<file path="src/rtl/serial_receive_if.sv">
// serial_receive_if: link input, consumer handshake and status outputs of the serial receiver
interface serial_receive_if #(
  parameter int DATA_W     = 8,
  parameter int FIFO_DEPTH = 4,
  parameter int ERR_CNT_W  = 8
);
  logic                          connection_status;
  logic                          rxd;
  logic [DATA_W-1:0]             word_out;
  logic                          word_valid;
  logic                          word_ready;
  logic                          frame_err;
  logic                          overrun;
  logic [ERR_CNT_W-1:0]          err_count;
  logic [$clog2(FIFO_DEPTH):0]   fifo_level;
  modport master (
    input  connection_status, rxd, word_ready,
    output word_out, word_valid, frame_err, overrun, err_count, fifo_level
  );
  modport slave (
    output connection_status, rxd, word_ready,
    input  word_out, word_valid, frame_err, overrun, err_count, fifo_level
  );
endinterface

</file>
<file path="src/rtl/serial_receive.sv">
// serial_receive: counter-framed serial deserialiser with separator check, output FIFO and error counter
module serial_receive #(
  parameter int DATA_W       = 8,
  parameter int FIFO_DEPTH   = 4,
  parameter int LINK_LATENCY = 1,
  parameter int ERR_CNT_W    = 8
) (
  input logic             clk,
  input logic             rst,
  serial_receive_if.master bus
);
  localparam int AW = $clog2(FIFO_DEPTH);
  localparam int LW = AW + 1;
  localparam int CW = $clog2(DATA_W + LINK_LATENCY + 1);
  localparam logic [1:0] IDLE  = 2'd0;
  localparam logic [1:0] ALIGN = 2'd1;
  localparam logic [1:0] DATA  = 2'd2;
  localparam logic [1:0] SEP   = 2'd3;

  logic [1:0]           state_q, state_d;
  logic [CW-1:0]        cnt_q, cnt_d;
  logic [DATA_W-1:0]    sh_q, sh_d;
  logic [DATA_W-1:0]    mem_q [FIFO_DEPTH];
  logic [AW-1:0]        wr_ptr_q, rd_ptr_q;
  logic [LW-1:0]        level_q;
  logic [ERR_CNT_W-1:0] err_q;
  logic                 ferr_q, ovr_q;
  logic                 push, ferr, pop, full, wr;

  always_comb begin
    state_d = state_q;
    cnt_d   = cnt_q;
    sh_d    = sh_q;
    push    = 1'b0;
    ferr    = 1'b0;
    if (!bus.connection_status) state_d = IDLE;
    else case (state_q)
      IDLE: begin
        cnt_d   = '0;
        state_d = LINK_LATENCY > 1 ? ALIGN : DATA;
        // Zero latency: this edge already carries the MSB
        if (LINK_LATENCY == 0) begin
          sh_d  = {sh_q[DATA_W-2:0], bus.rxd};
          cnt_d = CW'(1);
        end
      end
      ALIGN: begin
        cnt_d   = cnt_q == CW'(LINK_LATENCY - 2) ? '0 : cnt_q + CW'(1);
        state_d = cnt_q == CW'(LINK_LATENCY - 2) ? DATA : ALIGN;
      end
      DATA: begin
        sh_d    = {sh_q[DATA_W-2:0], bus.rxd};
        cnt_d   = cnt_q == CW'(DATA_W - 1) ? '0 : cnt_q + CW'(1);
        state_d = cnt_q == CW'(DATA_W - 1) ? SEP : DATA;
      end
      SEP: begin
        push    = !bus.rxd;
        ferr    = bus.rxd;
        cnt_d   = '0;
        state_d = DATA;
      end
    endcase
  end

  // A push into a full FIFO still lands when the head is popped on the same edge
  assign pop  = (level_q != '0) && bus.word_ready;
  assign full = level_q == LW'(FIFO_DEPTH);
  assign wr   = push && (!full || pop);

  always_ff @(posedge clk) begin
    if (rst) begin
      state_q  <= IDLE;
      cnt_q    <= '0;
      sh_q     <= '0;
      wr_ptr_q <= '0;
      rd_ptr_q <= '0;
      level_q  <= '0;
      err_q    <= '0;
      ferr_q   <= 1'b0;
      ovr_q    <= 1'b0;
    end else begin
      state_q  <= state_d;
      cnt_q    <= cnt_d;
      sh_q     <= sh_d;
      wr_ptr_q <= wr_ptr_q + AW'(wr);
      rd_ptr_q <= rd_ptr_q + AW'(pop);
      level_q  <= level_q + LW'(wr) - LW'(pop);
      err_q    <= (ferr && !(&err_q)) ? err_q + ERR_CNT_W'(1) : err_q;
      ferr_q   <= ferr;
      ovr_q    <= push && full && !pop;
    end
  end

  always_ff @(posedge clk) begin
    if (!rst && wr) mem_q[wr_ptr_q] <= sh_q;
  end

  assign bus.word_out   = level_q != '0 ? mem_q[rd_ptr_q] : '0;
  assign bus.word_valid = level_q != '0;
  assign bus.frame_err  = ferr_q;
  assign bus.overrun    = ovr_q;
  assign bus.err_count  = err_q;
  assign bus.fifo_level = level_q;
endmodule

</file>
<file path="src/flat_wrapper.sv">
// flat-port wrapper written by rule: the top's interface ports become plain ports
module serial_receive_flat 
#(
  parameter int DATA_W       = 8,
  parameter int FIFO_DEPTH   = 4,
  parameter int LINK_LATENCY = 1,
  parameter int ERR_CNT_W    = 8
)
  (clk, rst, bus_connection_status, bus_rxd, bus_word_ready, bus_word_out, bus_word_valid, bus_frame_err, bus_overrun, bus_err_count, bus_fifo_level);
  serial_receive_if #(.DATA_W(DATA_W), .FIFO_DEPTH(FIFO_DEPTH), .ERR_CNT_W(ERR_CNT_W)) bus_i ();
  input logic clk;
  input logic rst;
  input wire logic [$bits(bus_i.connection_status)-1:0] bus_connection_status;
  input wire logic [$bits(bus_i.rxd)-1:0] bus_rxd;
  input wire logic [$bits(bus_i.word_ready)-1:0] bus_word_ready;
  output wire logic [$bits(bus_i.word_out)-1:0] bus_word_out;
  output wire logic [$bits(bus_i.word_valid)-1:0] bus_word_valid;
  output wire logic [$bits(bus_i.frame_err)-1:0] bus_frame_err;
  output wire logic [$bits(bus_i.overrun)-1:0] bus_overrun;
  output wire logic [$bits(bus_i.err_count)-1:0] bus_err_count;
  output wire logic [$bits(bus_i.fifo_level)-1:0] bus_fifo_level;
  assign bus_i.connection_status = bus_connection_status;
  assign bus_i.rxd = bus_rxd;
  assign bus_i.word_ready = bus_word_ready;
  assign bus_word_out = bus_i.word_out;
  assign bus_word_valid = bus_i.word_valid;
  assign bus_frame_err = bus_i.frame_err;
  assign bus_overrun = bus_i.overrun;
  assign bus_err_count = bus_i.err_count;
  assign bus_fifo_level = bus_i.fifo_level;
  serial_receive #(.DATA_W(DATA_W), .FIFO_DEPTH(FIFO_DEPTH), .LINK_LATENCY(LINK_LATENCY), .ERR_CNT_W(ERR_CNT_W)) u_core (.clk(clk), .rst(rst), .bus(bus_i));
endmodule
</file>
<file path="config.mk">
export PLATFORM = sky130hd
export DESIGN_NAME = serial_receive_flat
export DESIGN_NICKNAME = d
export VERILOG_FILES = /design/src/rtl/serial_receive_if.sv /design/src/rtl/serial_receive.sv /design/src/flat_wrapper.sv
export SDC_FILE = /design/constraint.sdc
export NUM_CORES = 1
export LEC_CHECK = 0
export CORE_MARGIN = 2
export CORE_UTILIZATION = 50
export CTS_BUF_LIST = sky130_fd_sc_hd__clkbuf_8 sky130_fd_sc_hd__clkbuf_16
export DETAILED_ROUTE_END_ITERATION = 8
export PLACE_DENSITY = 0.74
export SKIP_CTS_REPAIR_TIMING = 1
export SYNTH_ARGS = -nofsm -noshare
export SYNTH_HDL_FRONTEND = slang
export SYNTH_SLANG_ARGS = --single-unit
</file>
<file path="constraint.sdc">
create_clock -name clk -period 2.3 [get_ports clk]
set_clock_uncertainty 0.2 [all_clocks]
set_input_delay 0.23 -clock clk [delete_from_list [all_inputs] [get_ports clk]]
set_output_delay 0.23 -clock clk [all_outputs]
set_load 0.05 [all_outputs]
</file>
# ---- Word-level counts from Yosys, hierarchy flattened
# Memories as Yosys holds them, arrays and structs flattened. A register that Yosys moved wholly into a read port is not among the register bits.
# Index checks and enable logic that the tools add are counted.
dict set report totals {
  input_bits 5
  ff_bits 31
  ramBits 32
  n_memories 1
  word_cells 55
  out_inout_bits 22
}
dict set report op_classes {
  n_bitwise 1
  add_sub_neg 6
  reduce_logical 18
  muxes 14
  n_eq_ne 6
}
# name depth word_bits read_ports rd_clocked_by_memory_dff wr line_no
set memory_table {}
lappend memory_table {u_core.mem_q 4 8 1 1 1 serial_receive.sv:23} ;# logic [DATA_W-1:0] mem_q [FIFO_DEPTH];
# op count
set ops {}
lappend ops {{$pmux 4 s3} 1}
lappend ops {{$add 8x1->8 const B} 1}
lappend ops {{$mux 4} 2}
lappend ops {{$mux 8} 1}
lappend ops {{$reduce_and 8->1} 1}
lappend ops {{$mux 1} 7}
lappend ops {{$logic_and 1x1->1} 6}
lappend ops {{$pmux 2 s3} 1}
lappend ops {{$logic_not 1->1} 5}
lappend ops {{$add 2x1->2} 2}
lappend ops {{$add 4x1->4 const B} 1}
lappend ops {{$eq 2x2->1 const B} 2}
lappend ops {{$eq 4x3->1 const B} 1}
lappend ops {{$eq 4x4->1 const B} 1}
lappend ops {{$mux 2} 2}
lappend ops {{$reduce_or 2->1} 2}
lappend ops {{$add 3x1->3} 1}
lappend ops {{$eq 3x3->1 const B} 1}
lappend ops {{$reduce_bool 3->1} 1}
lappend ops {{$sub 3x1->3} 1}
lappend ops {{$eq 2x1->1 const B} 1}
lappend ops {{$logic_not 2->1} 1}
lappend ops {{$reduce_and 2->1} 1}
lappend ops {{$logic_or 1x1->1} 1}
lappend ops {{$not 1->1} 1}

# ---- Depth between registers and ports, before layout
dict set report depth {
  ltp_word 7
  mapped_depth 9
  mapped_depth_nobuf 9
}

# ---- Worst setup path after synthesis
# No wires, ideal clock.
dict set report synth_path {
  kind {reg-to-reg}
  start {reg u_core.level_q[1] (netlist: u_core.bus.fifo_level[1])}
  end {mem u_core.mem_q[0][0] (enable)}
  n_path_buf 0
  synth_period_minus_slack_ns 2.607
  t_required_ns 1.715
  setup_slack_ns -0.307
  arrival_time_ns 2.021
  stages_incl_launch_ff 4
  setup_time_ns 0.385
  cell_sequence {dfxtp_1 > nor4b_1 > nor4_1 > nor3b_1}
}
dict set report synth_via {
  elab_chain_len 7
  elab_cells_between_ends 9
  cone_classes {1 x eq/ne; 2 x mux; 6 x reduce/logical}
}
# element line_no
set synth_lines {}
lappend synth_lines {{start: declaration} serial_receive.sv:25} ;# logic [LW-1:0] level_q;
lappend synth_lines {{start signal: assignment} serial_receive.sv:87} ;# level_q <= level_q + LW'(wr) - LW'(pop);
lappend synth_lines {{$eq 3x3->1 / $reduce_bool 3->1 (equally long branches)} {serial_receive.sv:67, serial_receive.sv:66}}
lappend synth_lines {{$logic_not 1->1 / $logic_and 1x1->1 (equally long branches)} {serial_receive.sv:68, serial_receive.sv:66}}
lappend synth_lines {{$logic_or 1x1->1 *} serial_receive.sv:68} ;# assign wr = push && (!full || pop);
lappend synth_lines {{$logic_and 1x1->1 *} serial_receive.sv:68}
lappend synth_lines {{$logic_and 1x1->1 *} serial_receive.sv:95} ;# if (!rst && wr) mem_q[wr_ptr_q] <= sh_q;
lappend synth_lines {{$mux 1 *} serial_receive.sv:95}
lappend synth_lines {{$mux 1 (implied by the code) *} serial_receive.sv:95}
lappend synth_lines {{end: declaration} serial_receive.sv:23}
# Every way passes the cells marked *; elsewhere a longest branch is shown, timed or not.

==> results.txt <==
outcome -> completed
largest net degree at the start of global routing -> 29
Avg Inst Size Synth -> 12.4 sq um
core region area -> 0.00507 sq mm
Leak Pwr -> 1.21 nW
CTS root buffer -> clkbuf_8
RSZ-0062 raised after global routing -> false
Max VDD drop -> 0.568 mV
CP Capture Type -> output port
GPL Wtd Cong -> 0.744
# IOs -> 27
via count -> 1,704
DRT antenna net count -> 0
#FFs+latches synth -> 63
Area Growth Syn to Fin -> 25.3%
Slew HR -> 66.1%
ys async rst share -> 0%
largest cells by area after synthesis -> edfxtp_1 37%, dfxtp_1 24%, mux4_2 6.9%
first-pass GRT wire length -> 7570 um
Num CTS Buffers -> 9
Synth area leader -> edfxtp_1
vias in the first global route -> 1,642
clock sinks -> 63
power density cells -> 998 mW/mm^2
CTS H-Tree Depth -> 3
drt first pass iters -> 4
total placed cells including tap cells -> 317
final hold viol count -> 0
post-place setup slack -> -276 ps
CTS max path bufs -> 2
Final setup viols -> 0
FF/Latch Area -> 0.00159 sq mm
Final HPWL DP -> 3090 um
Warnings, synthesis -> 0
fin worst setup slack -> 131 ps
PortBufs -> 26
Die X -> 76.3 um
multi-input logic area -> 985 sq um
die footprint -> 0.00581 sq mm
Post-Route WL -> 4510 um
Avg WL per Cell -> 13.5 um
Hold WC Path Type -> reg -> reg
antenna violations before repair -> 0
GRT Overall Usage -> 16.9%
Die Span Y -> 76.3 um
Final Cycle Share -> 94.3%
vias per cell -> 5.12
latest clock arrival within the worst-skew pair -> 330 ps
Yosys cell types -> 40
# diodes -> 0
DRC viols -> 0
syn nets -> 221
Reg clk slew, reported paths -> 70 ps
CTS tree -> done
FILL cells -> 412
critical path type -> reg -> out
Netlist Area Pre-Place -> 0.00261 sq mm
startpoint types -> flip-flop
Least-Margin Pin Slew -> 507 ps
DRT iter0 DRCs -> 79
WP data required -> 1870 ps
Finished Layout Cells -> 333
CP max FO -> 10
area share of the largest cell type after synthesis -> 36.8%
Tmin final -> 2170 ps
ys flop type -> edfxtp_1
critical path arrival -> 1740 ps
f_max -> 461 MHz
grt total ovfl -> 0
# Max-Cap Violations -> 0
Nets -> 268
row cnt -> 26
Gate Count Post-Synth -> 211
sequential area share after synthesis -> 60.6%
initial core utilization -> 51.4%
Max Slew Vio Count -> 0
total negative slack -> 0 ps
number of synthesized flops with an enable pin -> 32
layout cells sized above 1 -> 22.1%
[critical path, cell delays in order, from the launching register on]
cell and delay, ps:
dfxtp_1 310, buf_4 220, mux4_2 530, and2_1 170, buf_4 180
[flip-flops by register name (all words and copies together) (netlist names)]
| signal | flops |
|---|---|
| u_core.bus.overrun | 1 |
| u_core.cnt_q | 4 |
| u_core.bus.err_count | 8 |
| u_core.state_q | 2 |
| u_core.wr_ptr_q | 2 |
| u_core.mem_q | 32 |
| u_core.bus.frame_err | 1 |
| u_core.sh_q | 8 |
| u_core.rd_ptr_q | 2 |
| u_core.bus.fifo_level | 3 |
[report_power, final]
part / total, mW / internal (mW) / leakage, nW / switching (mW)
Clock: 0.984 / 0.591 / 0.105 / 0.392
Sequential: 1.25 / 1.21 / 0.550 / 0.0384
Combinational: 1.03 / 0.374 / 0.556 / 0.657
Total: 3.26 / 2.17 / 1.21 / 1.09
[cell usage in the layout (no fill, tap or decap), drive strengths merged, types with 4 or more instances in the layout]
master,Yosys,routed
edfxtp,32,32
dfxtp,31,31
buf,5,28
nand2,25,25
nor2,19,19
clkdlybuf4s50,0,17
a21oi,12,12
and2,11,11
xor2,9,9
clkbuf,5,9
mux4,8,8
xnor2,6,6
inv,3,4
nand3,4,4
ha,4,4
clkinv,0,4
nand4,4,4
[cells in the mapped netlist, types with 2 or more instances]
| library cell | number |
|---|---|
| xnor2_1 | 6 |
| xor2_1 | 9 |
| mux2i_1 | 2 |
| nor4b_1 | 2 |
| o211ai_1 | 2 |
| inv_1 | 3 |
| clkbuf_1 | 5 |
| nand2_1 | 25 |
| buf_4 | 3 |
| dfxtp_1 | 31 |
| and3_1 | 2 |
| nand3_1 | 4 |
| nor2b_1 | 3 |
| mux4_2 | 8 |
| ha_1 | 4 |
| nor2_1 | 19 |
| edfxtp_1 | 32 |
| nand2b_1 | 3 |
| o21ai_0 | 2 |
| nand4_1 | 3 |
| a21oi_1 | 12 |
| nor4_1 | 3 |
| and2_1 | 11 |
[per-stage QoR]
stage          util, %  total power [mW]  hold slack (ps)  area [sq um]
2_1_floorplan        -              2.01              108          2620
3_3_place_gp      60.1              2.30              272          3050
3_5_place_dp      60.1              2.31              278          3050
4_1_cts           64.1              3.30              290          3250
5_1_grt           64.4              3.41              316          3270
6_report          64.4              3.26              293          3270
[logic make-up (layout without fill, tap and decap cells)]
logic type / after synthesis / in the layout / share of synthesized area (%)
AND/OR/NAND/NOR: 84 / 84 / 16.6
flip-flops: 63 / 63 / 60.6
AO/OA/AOI/OAI: 21 / 21 / 5.08
XOR/XNOR: 15 / 15 / 5.03
buffers and inverters: 13 / 65 / 2.35
multiplexers: 10 / 10 / 7.67
adder cells (fa/ha/maj): 5 / 5 / 2.68
[area by class of cell]
type | count | share of cell area (%)
clock inverter | 7 | 2.41
timing repair buffer | 46 | 12.0
clock buffer | 9 | 3.79
inverter | 3 | 0.344
sequential | 63 | 48.6
tap | 70 | 2.68
multi-input combinational | 135 | 30.1
[per-layer routing]
| layer | GRT usage (%) | part of all wire (%) | up-vias |
|---|---|---|---|
| met5 | 0 | 0 | - |
| met4 | 10.4 | 2.2 | 0 |
| met3 | 3.79 | 3.8 | 9 |
| met2 | 26.9 | 49 | 32 |
| met1 | 21.2 | 45 | 815 |
| li1 | - | - | 848 |
[worst paths after layout]
check / from / to / slack (ps) / depth (start not counted)
max: u_core.rd_ptr_q[0] / bus_word_out[7] / 130 / 4
min: u_core.cnt_q[2] / u_core.cnt_q[2] / 290 / 2
max reg2reg: u_core.bus.fifo_level[2] / u_core.bus.fifo_level[2] / 160 / 8
min reg2reg: u_core.cnt_q[2] / u_core.cnt_q[2] / 290 / 2
Power figures use the tool's default switching activity.
